**src/rtl/spi_mem_pkg.sv**
```systemverilog
`default_nettype none
// ============================================================================
// Module      : spi_mem_pkg
// Description : Shared definitions for the SPI memory command sequencer:
//               default opcodes, default maximum burst length, the sequencer
//               state encoding and the byte-phase encoding.
// Revision    : 1.0 - initial release
// ============================================================================
package spi_mem_pkg;

  localparam int unsigned MAX_LEN_DEF = 16;
  localparam logic [7:0]  RD_OPC_DEF  = 8'h03;
  localparam logic [7:0]  WR_OPC_DEF  = 8'h02;

  typedef enum logic [2:0] {
    IDLE   = 3'd0,
    LOAD   = 3'd1,
    ISSUE  = 3'd2,
    WAIT   = 3'd3,
    FINISH = 3'd4
  } state_e;

  // Which byte of the frame is currently being loaded / in flight.
  typedef enum logic [1:0] {
    PH_OPC     = 2'd0,
    PH_ADDR_HI = 2'd1,
    PH_ADDR_LO = 2'd2,
    PH_DATA    = 2'd3
  } phase_e;

endpackage
`default_nettype wire

```
**src/rtl/spi_byte_issuer.sv**
```systemverilog
`default_nettype none
// ============================================================================
// Module      : spi_byte_issuer
// Description : Per-byte start/done handshake towards the SPI byte master.
//               Holds the byte to send, fires a single-cycle start once the
//               master is idle, and reports completion on the matching done.
// Ports       : clk, reset_n       - clock, async active-low reset
//               load_i, byte_i     - capture the next byte to send
//               issue_i            - request a start for the captured byte
//               spi_busy_i         - master busy, start is held off
//               spi_done_i         - master finished the byte in flight
//               spi_start_o        - one-cycle start pulse
//               spi_data_o         - byte presented to the master
//               done_o             - byte in flight has completed
// Revision    : 1.0 - initial release
// ============================================================================
module spi_byte_issuer (
  input  logic       clk,
  input  logic       reset_n,
  input  logic       load_i,
  input  logic [7:0] byte_i,
  input  logic       issue_i,
  input  logic       spi_busy_i,
  input  logic       spi_done_i,
  output logic       spi_start_o,
  output logic [7:0] spi_data_o,
  output logic       done_o
);

  logic [7:0] data_q;
  logic       pend_q;   // a start has been sent and its done not yet seen

  always_ff @(posedge clk or negedge reset_n) begin
    if (!reset_n) begin
      data_q <= 8'h00;
      pend_q <= 1'b0;
    end else begin
      if (load_i) begin
        data_q <= byte_i;
      end
      if (spi_start_o) begin
        pend_q <= 1'b1;
      end else if (pend_q && spi_done_i) begin
        pend_q <= 1'b0;
      end
    end
  end

  // A done that is not paired with an outstanding start is simply dropped.
  assign spi_start_o = issue_i && !spi_busy_i && !pend_q;
  assign done_o      = pend_q && spi_done_i;
  assign spi_data_o  = data_q;

endmodule
`default_nettype wire

```
**src/rtl/spi_mem_seq.sv**
```systemverilog
`default_nettype none
// ============================================================================
// Module      : spi_mem_seq
// Description : SPI memory command sequencer. Turns a read/write command into
//               the byte frame opcode, addr[15:8], addr[7:0], data bytes and
//               drives it through a byte-level SPI master.
// Config      : SPI_MEM_SEQ_WRITE_EN - when defined, write commands are
//               supported; otherwise a write command is rejected with err
//               and the write-data path is absent.
// Ports       : clk, reset_n                    - clock, async active-low reset
//               cmd_valid/cmd_ready             - command handshake
//               cmd_wr, cmd_addr, cmd_len       - command fields
//               wdata, wdata_valid, wdata_ready - write byte stream
//               rdata, rdata_valid              - read byte output (pulse)
//               spi_data_in, spi_start          - byte/start to SPI master
//               spi_busy, spi_done, spi_data_out- status/byte from SPI master
//               busy, done, err                 - sequencer status
// Revision    : 1.0 - initial release
// ============================================================================
module spi_mem_seq
  import spi_mem_pkg::*;
#(
  parameter int unsigned MAX_LEN = MAX_LEN_DEF,
  parameter logic [7:0]  RD_OPC  = RD_OPC_DEF,
  parameter logic [7:0]  WR_OPC  = WR_OPC_DEF
) (
  input  logic        clk,
  input  logic        reset_n,
  input  logic        cmd_valid,
  output logic        cmd_ready,
  input  logic        cmd_wr,
  input  logic [15:0] cmd_addr,
  input  logic [4:0]  cmd_len,
  input  logic [7:0]  wdata,
  input  logic        wdata_valid,
  output logic        wdata_ready,
  output logic [7:0]  rdata,
  output logic        rdata_valid,
  output logic [7:0]  spi_data_in,
  output logic        spi_start,
  input  logic        spi_busy,
  input  logic        spi_done,
  input  logic [7:0]  spi_data_out,
  output logic        busy,
  output logic        done,
  output logic        err
);

  localparam int CNT_W = $clog2(MAX_LEN + 1);

  state_e           state_q, state_d;
  phase_e           phase_q, phase_d;
  logic [CNT_W-1:0] remain_q, remain_d;
  logic [15:0]      addr_q, addr_d;
  logic             err_q, err_d;
  logic [7:0]       rdata_q;
  logic             rdata_valid_q;

  logic       w_accept;
  logic       w_len_bad;
  logic       w_illegal;
  logic [7:0] w_opc;
  logic [7:0] w_data_byte;   // byte to send during the data phase
  logic       w_data_avail;  // data-phase byte is ready to be loaded
  logic       w_txn_rd;      // current transaction returns read data
  logic       w_wdata_ready;
  logic [7:0] w_byte;
  logic       w_byte_avail;
  logic       w_load;
  logic       w_issue;
  logic       w_start;
  logic       w_byte_done;

  assign w_accept  = cmd_valid && (state_q == IDLE);
  assign w_len_bad = (cmd_len == 5'd0) || (32'(cmd_len) > MAX_LEN);

`ifdef SPI_MEM_SEQ_WRITE_EN
  logic wr_q;

  always_ff @(posedge clk or negedge reset_n) begin
    if (!reset_n) begin
      wr_q <= 1'b0;
    end else if (w_accept) begin
      wr_q <= cmd_wr;
    end
  end

  assign w_illegal     = w_len_bad;
  assign w_opc         = wr_q ? WR_OPC : RD_OPC;
  assign w_data_byte   = wr_q ? wdata : 8'h00;
  assign w_data_avail  = !wr_q || wdata_valid;
  assign w_txn_rd      = !wr_q;
  // Ready is offered only in the cycle the byte is actually taken, so it
  // pulses once per data byte even when the stream stalls.
  assign w_wdata_ready = (state_q == LOAD) && (phase_q == PH_DATA) && wr_q && wdata_valid;
`else
  logic unused_wdata;

  assign unused_wdata  = ^{wdata, wdata_valid};
  assign w_illegal     = w_len_bad || cmd_wr;
  assign w_opc         = RD_OPC;
  assign w_data_byte   = 8'h00;
  assign w_data_avail  = 1'b1;
  assign w_txn_rd      = 1'b1;
  assign w_wdata_ready = 1'b0;
`endif

  // Byte selected for the current phase of the frame.
  always_comb begin
    w_byte = 8'h00;
    unique case (phase_q)
      PH_OPC:     w_byte = w_opc;
      PH_ADDR_HI: w_byte = addr_q[15:8];
      PH_ADDR_LO: w_byte = addr_q[7:0];
      PH_DATA:    w_byte = w_data_byte;
      default:    w_byte = 8'h00;
    endcase
  end

  assign w_byte_avail = (phase_q != PH_DATA) || w_data_avail;
  assign w_load       = (state_q == LOAD) && w_byte_avail;
  assign w_issue      = (state_q == ISSUE);

  spi_byte_issuer u_issuer (
    .clk         (clk),
    .reset_n     (reset_n),
    .load_i      (w_load),
    .byte_i      (w_byte),
    .issue_i     (w_issue),
    .spi_busy_i  (spi_busy),
    .spi_done_i  (spi_done),
    .spi_start_o (w_start),
    .spi_data_o  (spi_data_in),
    .done_o      (w_byte_done)
  );

  always_ff @(posedge clk or negedge reset_n) begin
    if (!reset_n) begin
      state_q  <= IDLE;
      phase_q  <= PH_OPC;
      remain_q <= '0;
      addr_q   <= 16'h0000;
      err_q    <= 1'b0;
    end else begin
      state_q  <= state_d;
      phase_q  <= phase_d;
      remain_q <= remain_d;
      addr_q   <= addr_d;
      err_q    <= err_d;
    end
  end

  always_comb begin
    state_d  = state_q;
    phase_d  = phase_q;
    remain_d = remain_q;
    addr_d   = addr_q;
    err_d    = err_q;
    unique case (state_q)
      IDLE: begin
        if (cmd_valid) begin
          addr_d   = cmd_addr;
          remain_d = CNT_W'(cmd_len);
          phase_d  = PH_OPC;
          err_d    = w_illegal;
          // Illegal commands skip the SPI traffic and report straight away.
          state_d  = w_illegal ? FINISH : LOAD;
        end
      end
      LOAD: begin
        if (w_byte_avail) begin
          state_d = ISSUE;
        end
      end
      ISSUE: begin
        if (w_start) begin
          state_d = WAIT;
        end
      end
      WAIT: begin
        if (w_byte_done) begin
          if (phase_q != PH_DATA) begin
            phase_d = phase_e'(phase_q + 2'd1);
            state_d = LOAD;
          end else begin
            remain_d = remain_q - 1'b1;
            state_d  = (remain_q == CNT_W'(1)) ? FINISH : LOAD;
          end
        end
      end
      FINISH: begin
        err_d   = 1'b0;
        state_d = IDLE;
      end
      default: begin
        state_d = IDLE;
      end
    endcase
  end

  always_ff @(posedge clk or negedge reset_n) begin
    if (!reset_n) begin
      rdata_q       <= 8'h00;
      rdata_valid_q <= 1'b0;
    end else begin
      rdata_valid_q <= 1'b0;
      if (w_byte_done && (phase_q == PH_DATA) && w_txn_rd) begin
        rdata_q       <= spi_data_out;
        rdata_valid_q <= 1'b1;
      end
    end
  end

  assign cmd_ready   = (state_q == IDLE);
  assign busy        = (state_q != IDLE);
  assign done        = (state_q == FINISH);
  assign err         = (state_q == FINISH) && err_q;
  assign spi_start   = w_start;
  assign wdata_ready = w_wdata_ready;
  assign rdata       = rdata_q;
  assign rdata_valid = rdata_valid_q;

endmodule
`default_nettype wire

```
**config.mk**
```make
export PLATFORM = sky130hd
export DESIGN_NAME = spi_mem_seq
export DESIGN_NICKNAME = d
export VERILOG_FILES = /design/src/rtl/spi_mem_pkg.sv /design/src/rtl/spi_byte_issuer.sv /design/src/rtl/spi_mem_seq.sv
export SDC_FILE = /design/constraint.sdc
export NUM_CORES = 1
export LEC_CHECK = 0
export ABC_CLOCK_PERIOD_IN_PS = 1300
export CAP_MARGIN = 20
export CORE_ASPECT_RATIO = 0.75
export CORE_MARGIN = 1
export CORE_UTILIZATION = 42
export CTS_CLUSTER_DIAMETER = 120
export DETAILED_ROUTE_END_ITERATION = 8
export PLACE_DENSITY = 0.81
export SKIP_CTS_REPAIR_TIMING = 1
export SYNTH_ARGS = -nofsm -noshare
export SYNTH_HDL_FRONTEND = slang
export SYNTH_SLANG_ARGS = --single-unit
export TNS_END_PERCENT = 1
```
**constraint.sdc**
```tcl
create_clock -name clk -period 1.3 [get_ports clk]
set_input_delay 0.195 -clock clk [delete_from_list [all_inputs] [get_ports clk]]
set_output_delay 0.195 -clock clk [all_outputs]
set_load 0.005 [all_outputs]
```
; ---- After elaboration in Yosys (flattened, before gate mapping)
; Index checks and enable logic that the tools add are counted.
[totals]
ff_bits = 45
latch_bits = 0
ramBits = 0
rom_bits = 0
out_inout_bits = 23
wordCells = 68
n_memories = 0
[classes]
add_sub_neg = 2
mul = 0
n_div = 0
magnitude_cmp = 1
eq_ne = 14
shift = 0
muxes = 21
n_bitwise = 0
reduce_logical = 21
[op_table]
columns = op, count
row1 = 8-bit case mux with 4 select lines, 1
row2 = 3-bit 2-to-1 mux, 6
row3 = 5-bit 2-to-1 mux, 3
row4 = 2-bit inequality test (second input constant), 6
row5 = 3-bit case mux with 4 select lines, 1
row6 = 5-bit case mux with 2 select lines, 1
row7 = 4-bit AND reduction, 2
row8 = 3-bit by 2-bit equality test with 1-bit output (second input constant), 2
row9 = 2-bit 2-to-1 mux, 3
row10 = 2-bit nonzero test, 3
row11 = 5-bit by 1-bit equality test with 1-bit output (second input constant), 1
row12 = 5-bit greater-than comparator (second input constant), 1
row13 = 1-bit logical AND, 5
row14 = 5-bit logical NOT, 1
row15 = 5-bit by 1-bit subtractor with 5-bit output (second input constant), 1
row16 = 2-bit equality test (second input constant), 2
row17 = 1-bit 2-to-1 mux, 4
row18 = 2-bit case mux with 2 select lines, 1
row19 = 2-bit AND reduction, 2
row20 = 3-bit by 1-bit equality test with 1-bit output (second input constant), 1
row21 = 3-bit equality test (second input constant), 1
row22 = 3-bit logical NOT, 1
row23 = 3-bit AND reduction, 1
row24 = 3-bit nonzero test, 1
row25 = other kinds (6), 8

; ---- Longest topological paths before layout
; Gate-level depths: netlist of run 1.
[logic_depth]
depth_word = 6
depth_mapped = 6
mapped_depth_nobuf = 5

; ---- By module
; A second synthesis of run 1 with hierarchy kept.
[hier_totals]
cells_unflattened = 181
hier_area_um2 = 2214.6
[by_module_without_submodules]
columns = module, instances, cells_per_inst, area_each_um2, seq_area_each_um2
row1 = spi_mem_seq, 1, 159, 1828.0, 900.9
row2 = spi_byte_issuer, 1, 22, 386.6, 225.2

; ---- Worst setup path before layout of run 1
; No wires, ideal clock.
[synth_path]
path_type = reg-to-reg
startpoint = register phase_q[0]
endpoint = register rdata_q[0], in the netlist rdata[0]
t_arrival_ps = 1336
setup_slack_ps = -160
stages_incl_launch_ff = 5
path_buffers = 1
period_less_slack_ps = 1460
path_cell_list = dfrtp_1 -> ha_1 -> and3_1 -> buf_2 -> mux2_2
[synth_via]
elab_chain_len = 2
[synth_lines]
columns = item, line
row1 = "start, declared", spi_mem_seq.sv:52  ; phase_e phase_q, phase_d;
row2 = "start signal, assigned", spi_mem_seq.sv:146  ; phase_q <= phase_d;
row3 = 2-bit equality test, spi_mem_seq.sv:207  ; if (w_byte_done && (phase_q == PH_DATA) && w_txn_rd) begin
row4 = 1-bit logical AND, spi_mem_seq.sv:207
row5 = "end signal, assigned", spi_mem_seq.sv:208  ; rdata_q <= spi_data_out;
row6 = "end, declared", spi_mem_seq.sv:56  ; logic [7:0] rdata_q;
; No other way between the ends.
; A chain may end at the register's enable or synchronous reset.

; ---- Worst setup path in the final report of run 1
[layout_path]
startpoint = register state_q[0]
endpoint = register addr_q[7]
[layout_via]
elab_chain_len = 2
[layout_lines]
columns = item, line
row1 = "start, declared", spi_mem_seq.sv:51  ; state_e state_q, state_d;
row2 = "start signal, assigned", spi_mem_seq.sv:145  ; state_q <= state_d;
row3 = 3-bit logical NOT, spi_mem_seq.sv:159  ; unique case (state_q)
row4 = 2-bit AND reduction (no line), --
row5 = "end signal, assigned", spi_mem_seq.sv:148  ; addr_q <= addr_d;
row6 = "end, declared", spi_mem_seq.sv:54  ; logic [15:0] addr_q, addr_d;
; No other way between the ends.

==> results of run 1 <==
## registers in the layout (all words and copies together) (netlist names)
signal and count:
phase_q 2, u_issuer.spi_data_o 8, rdata_valid 1, rdata 8, err_q 1, state_q 3
addr_q 16, u_issuer.pend_q 1, remain_q 5
## per-layer routing
| layer | up-vias | part of all wire (%) | GRT usage, % |
|---|---|---|---|
| met5 | - | 0 | 0 |
| met4 | 0 | 0.77 | 4.38 |
| met3 | 4 | 4.2 | 3.57 |
| met2 | 41 | 46 | 30.2 |
| met1 | 849 | 49 | 26.0 |
| li1 | 844 | - | - |
## final cells by class
| cell class | instances | share of cell area, % |
|---|---|---|
| flip-flops and latches | 45 | 34.0 |
| multi-input cells | 120 | 31.8 |
| repair buffers | 96 | 27.9 |
| well taps | 60 | 2.27 |
| clock buffers | 5 | 2.08 |
| clock inverters | 2 | 1.06 |
| inverters | 8 | 0.907 |
## through the flow
step | utilization (%) | setup WS, ps | instance area [µm²] | total power, mW | hold slack, ps
after floorplan | - | -95.5 | 2200 | 3.96 | -101
after global placement | 60.7 | -366 | 3010 | 5.18 | 191
after detailed placement | 60.7 | -472 | 3010 | 5.31 | 194
after CTS | 62.8 | -627 | 3110 | 6.33 | -127
after global routing | 66.8 | -501 | 3310 | 7.08 | 441
final | 66.8 | -418 | 3310 | 6.63 | 402
## cells by family (layout without fill, tap and decap cells)
| logic type | Yosys count | count (layout) | share of synthesized area (%) |
|---|---|---|---|
| DFF | 45 | 45 | 51.6 |
| other | 1 | 1 | 0.172 |
| adders and majority gates | 6 | 6 | 3.44 |
| muxes | 25 | 25 | 12.8 |
| buffers and inverters | 22 | 111 | 5.90 |
| AOI/OAI and AO/OA | 42 | 42 | 15.0 |
| and+or+nand+nor | 46 | 46 | 11.1 |
## worst register-to-register path, cell delays in order, from the launching register on
cell and delay [ps]:
dfrtp_1 440, buf_6 140, buf_6 130, nor4b_4 340, buf_12 210, mux2_2 360
## power by group through the flow
stage                     sequential (mW)  clock, mW  combinational (mW)
final                                2.36      0.999                3.27
after global routing                 2.44       1.09                3.55
after CTS                            2.34       1.02                2.97
after detailed placement             2.36          0                2.94
after global placement               2.34          0                2.84
after floorplan                      2.33          0                1.63
## cells in the mapped netlist (2+ instances only)
master	number	area share, %
nor2_1	9	1.5
a21oi_1	3	0.69
and3b_1	2	0.80
o31ai_1	7	2.4
nor3_1	3	0.69
a22oi_1	7	2.4
inv_1	8	1.4
ha_1	6	3.4
mux2_2	24	12
or3_1	2	0.57
nor2b_1	2	0.57
o21ai_2	3	1.2
nand3_1	3	0.69
buf_1	3	0.52
nand2_1	16	2.8
a221oi_1	2	0.80
buf_4	3	1.0
buf_6	4	2.1
and3_1	3	0.86
dfrtp_1	45	52
buf_2	4	0.92
o21ai_0	6	1.4
## path summary, 6_finish.rpt
kind / endpoint / slack (ps) / depth (start not counted)
setup / recovery: addr_q[7] / -420 / 5
min in group clk: u_issuer.spi_data_o[3] / 480 / 2
setup reg to reg: addr_q[7] / -420 / 5
hold / removal: addr_q[0] / 400 / 3
max in group asynchronous: state_q[1] / 660 / 3
hold reg to reg: u_issuer.spi_data_o[3] / 480 / 2
==> metrics.txt, run 1 <==
Site Rows=22; Die Wd=85.3 µm; Inserted Diodes=0; crit end category=register; DR iter-0 viols=60; routed length per instance=14.7 µm; CP Buf/Inv Count=3; outcome=complete, but fails checks; CTS sink cnt=45; initial antenna violation count=0; hpwl dp=3450 µm; Seq/Total Area, Yosys=51.6%; routed vias=1,738; drt first pass iters=4; register share of total power=35.6%; post-synthesis async set-or-reset flop share=100%; Worst Path Required=1480 ps; Sw Pwr=2.23 mW; count of boundary I/O pins=67; Most common cell on crit path=buf_6; share of layout cells above drive strength 1=36.2%; Comb pwr share=49.3%; critical path's top delay family=buffers and inverters; Worst Clk Skew=11.2 ps; core area=4950 µm²; failing checks=setup timing; TritonCTS Buffers=5; setup TNS=-13,190 ps; Pint=4.40 mW; pwr/cell area=2000 nW/µm²; CP max FO=18; H-tree depth=2; Filler Cells Inserted=368; Hold Crit Class=primary input to async pin; Worst-Skew Late Latency=290 ps; clk slew on worst S/H paths=90 ps; die height=64.4 µm; Netlist cell types=44; Worst Setup SP=state_q[0]; Critical-path top delay cell=dfrtp_1; DRT antenna net count=0; quantity of I/O buffers inserted on ports=56; max_cap viols=0; GR Overflow Total=0; number of global-route vias before repair=1,698; largest net degree at the start of global routing=46; Final Cycle Share=132%; Setup-failing EPs final=47; Main synth FF type=dfrtp_1; most frequent cells in the layout=44 x dfrtp_1, 33 x clkdlybuf4s50_1, 33 x buf_4; fmax=0.582 GHz; Multi-input gate area=1050 µm²; via/cell ratio=5.17; synthesized area=2180 µm²; Total GRT Usage=18.6%; final hold vios=0; FF+latch count, synth=45; area grow syn2layout=51.7%; post-route insts no fill=336; Worst path max stage delay=440 ps; Sequential Area=1130 µm²; FF-to-FF Start=state_q[0]; Critical Path AT=1900 ps; Worst VDD drop=796 µV; DRC Markers=0; commonest non-fill, non-tap cell in the layout=dfrtp_1; Clk pwr share=15.1%; Root Buffer Master=clkbuf_8; min cycle time layout=1720 ps; Post-layout nets=326; first-pass GRT wire length=7940 µm; Post-synth EDFFs=0; startpoint types=register; max-slew violations=0; synthesized net count=237; initial core utilization=44.1%; post-route setup slack=-418 ps; total routed wirelength=4930 µm; critical-path cell list=buf_6 > buf_6 > nor4b_4 > buf_12 > mux2_2; Final GP Congestion=0.809; worst setup path class=register to register; RSZ-0062 raised after global routing=true; Post-Syn Area per Cell=11.7 µm²; Syn Inst Count=187; switching share of power=33.7%; CTS tree=yes; Static Leakage=1.76 nW; CTS Buffer Depth=2; Synth Warn #=0; Die ar.=5490 µm²; placed insts=324
Power figures use the tool's default switching activity.
==> run 2, diff against run 1 <==
Settings changed: CTS_CLUSTER_SIZE set to 10.
==> results of run 2 <==
Final layout, timing and power as in run 1 (identical DEF).
==> run 3, diff against run 2 <==
Settings changed: ABC_CLOCK_PERIOD_IN_PS 1300 to 2000, CORE_UTILIZATION 42 to 50, PLACE_DENSITY 0.81 to 0.9.
Clock period 1.3 ns to 2 ns, I/O delays scaled along.
==> metrics.txt, run 3 (synthesis results as in run 1) <==
outcome=complete, but fails checks; failing checks=hold timing; critical-path cell list=or3_4 > clkdlybuf4s50_1; max_slew headroom=63.0%; die height=59.2 µm (-8.1%); CTS sink cnt=45 (unchanged); clk slew on worst S/H paths=80 ps (about the same); Setup-failing EPs final=0 (-100%); number of global-route vias before repair=1,589 (-6.4%); DRC Markers=0 (unchanged); final core utilization=70.8% (+3.9 points); register with the most flip-flops=addr_q; area grow syn2layout=33.8%; Inserted Diodes=0 (unchanged); initial core utilization=52.9% (+8.8 points); WL met2=2180 µm (-4.2%); commonest non-fill, non-tap cell in the layout=clkdlybuf4s50_1; Site Rows=20 (-9.1%); DRT antenna net count=0 (unchanged); min cycle time layout=1890 ps; Final GP Congestion=0.836 (+3.3%); DR iter-0 viols=107 (+78%); count of boundary I/O pins=67 (unchanged); GR Overflow Total=0 (unchanged); DP Worst Slack=42.4 ps (+514 ps); WHS=-19.8 ps (-422 ps); Post-layout nets=296 (-9.2%); core area=4130 µm² (-17%); initial antenna violation count=0 (unchanged); Multi-input gate area=943 µm² (-10%); worst setup path class=register to output port; routed vias=1,701 (-2.1%); max-slew violations=0 (unchanged); max_cap viols=0 (unchanged); Final Cycle Share=94.5%; largest net degree at the start of global routing=24 (-48%); Critical-path top delay cell=dfrtp_2; quantity of I/O buffers inserted on ports=56 (unchanged); Static Leakage=1.32 nW (-25%); first-pass GRT wire length=7380 µm (-7.0%); max FFs per register=16 (unchanged); CP Buf/Inv Count=1 (-2); pwr/cell area=1290 nW/µm² (-36%); Worst Clk Skew=5.69 ps (-5.51 ps); TritonCTS Buffers=5 (unchanged); share of layout cells above drive strength 1=22.3% (-14 points); Root Buffer Master=clkbuf_8; Die Wd=78.3 µm (-8.2%); WL met1=2150 µm (-11%); routed length per instance=15.9 µm (+8.3%); crit end category=output port; via/cell ratio=5.63 (+8.9%); CP max FO=5 (-13); CTS tree=yes; Worst path max stage delay=460 ps (+20 ps); Die ar.=4640 µm² (-16%); total routed wirelength=4800 µm (-2.7%); critical path's top delay family=flip-flops; RSZ-0062 raised after global routing=false; Total GRT Usage=21.2% (+2.6 points); Hold Crit Class=primary input to async pin; Filler Cells Inserted=301 (-18%); drt first pass iters=5 (+1); H-tree depth=2 (unchanged); slew at the pin closest to its max-slew limit=555 ps; Worst Path Required=1700 ps (+220 ps); hpwl dp=3350 µm (-2.8%); post-route setup slack=109 ps (+527 ps); final hold vios=22 (+22); DR top layer=met4; CTS Buffer Depth=2 (unchanged); met3 WL=358 µm (+73%); fmax=0.529 GHz; most frequent cells in the layout=52 x clkdlybuf4s50_1, 43 x dfrtp_1, 24 x mux2_2; Sequential Area=1130 µm² (+0.11%); Worst-Skew Late Latency=290 ps (about the same); Critical Path AT=1590 ps (-310 ps); startpoint types=register; Worst VDD drop=613 µV (-23%)
==> run 3: cell count changes in the layout (fill, tap and decap cells not counted), moves of 5 or more <==
cell             previous run  this run
mux2_4                      9         0
dlymetal6s2s_1             18         3
buf_4                      33         7
clkdlybuf4s50_1            33        52
o21ai_0                     1         6
mux2_2                     15        24
==> run 3: where the power goes <==
| part | internal, mW | switching, mW | leakage (nW) |
|---|---|---|---|
| Sequential | 1.30 | 0.271 | 0.571 |
| Clock | 0.247 | 0.298 | 0.0385 |
| Combinational | 0.873 | 0.769 | 0.710 |
| Total | 2.42 | 1.34 | 1.32 |
==> run 3: stage by stage <==
step	instance area, µm²	instances	hold slack [ps]	total power [mW]	TNS, ps
finish	2920	302	-19.8	3.76	0
global route	2920	302	10.8	4.01	0
CTS	2890	301	-6.93	3.70	-297
detailed placement	2800	293	309	3.15	0
global placement	2800	293	308	3.06	0
floorplan	2180	187	4.41	2.56	0
==> run 3: worst paths after layout <==
check | start | to | slack (ps) | cells past startpoint
setup / recovery | state_q[1] | busy | 110 | 2
hold / removal | reset_n | remain_q[1] | -20 | 1
setup reg to reg | phase_q[0] | remain_q[2] | 200 | 6
hold reg to reg | u_issuer.spi_data_o[0] | u_issuer.spi_data_o[0] | 480 | 2
max in group asynchronous | reset_n | state_q[1] | 1510 | 2
min in group clk | u_issuer.spi_data_o[0] | u_issuer.spi_data_o[0] | 480 | 2
==> run 3: cell type report <==
cell class / instances / share of cell area, %
well taps: 55 / 2.36
repair buffers: 66 / 22.8
inverters: 8 / 1.03
flip-flops and latches: 45 / 38.6
clock buffers: 7 / 2.61
clock inverters: 1 / 0.257
multi-input cells: 120 / 32.3
==> run 3: per-layer routing <==
| metal | vias up | GRT usage, % |
|---|---|---|
| met3 | 15 | 5.23 |
| met5 | - | 0 |
| met4 | 0 | 8.99 |
| met2 | 89 | 32.5 |
| li1 | 795 | - |
| met1 | 802 | 29.2 |
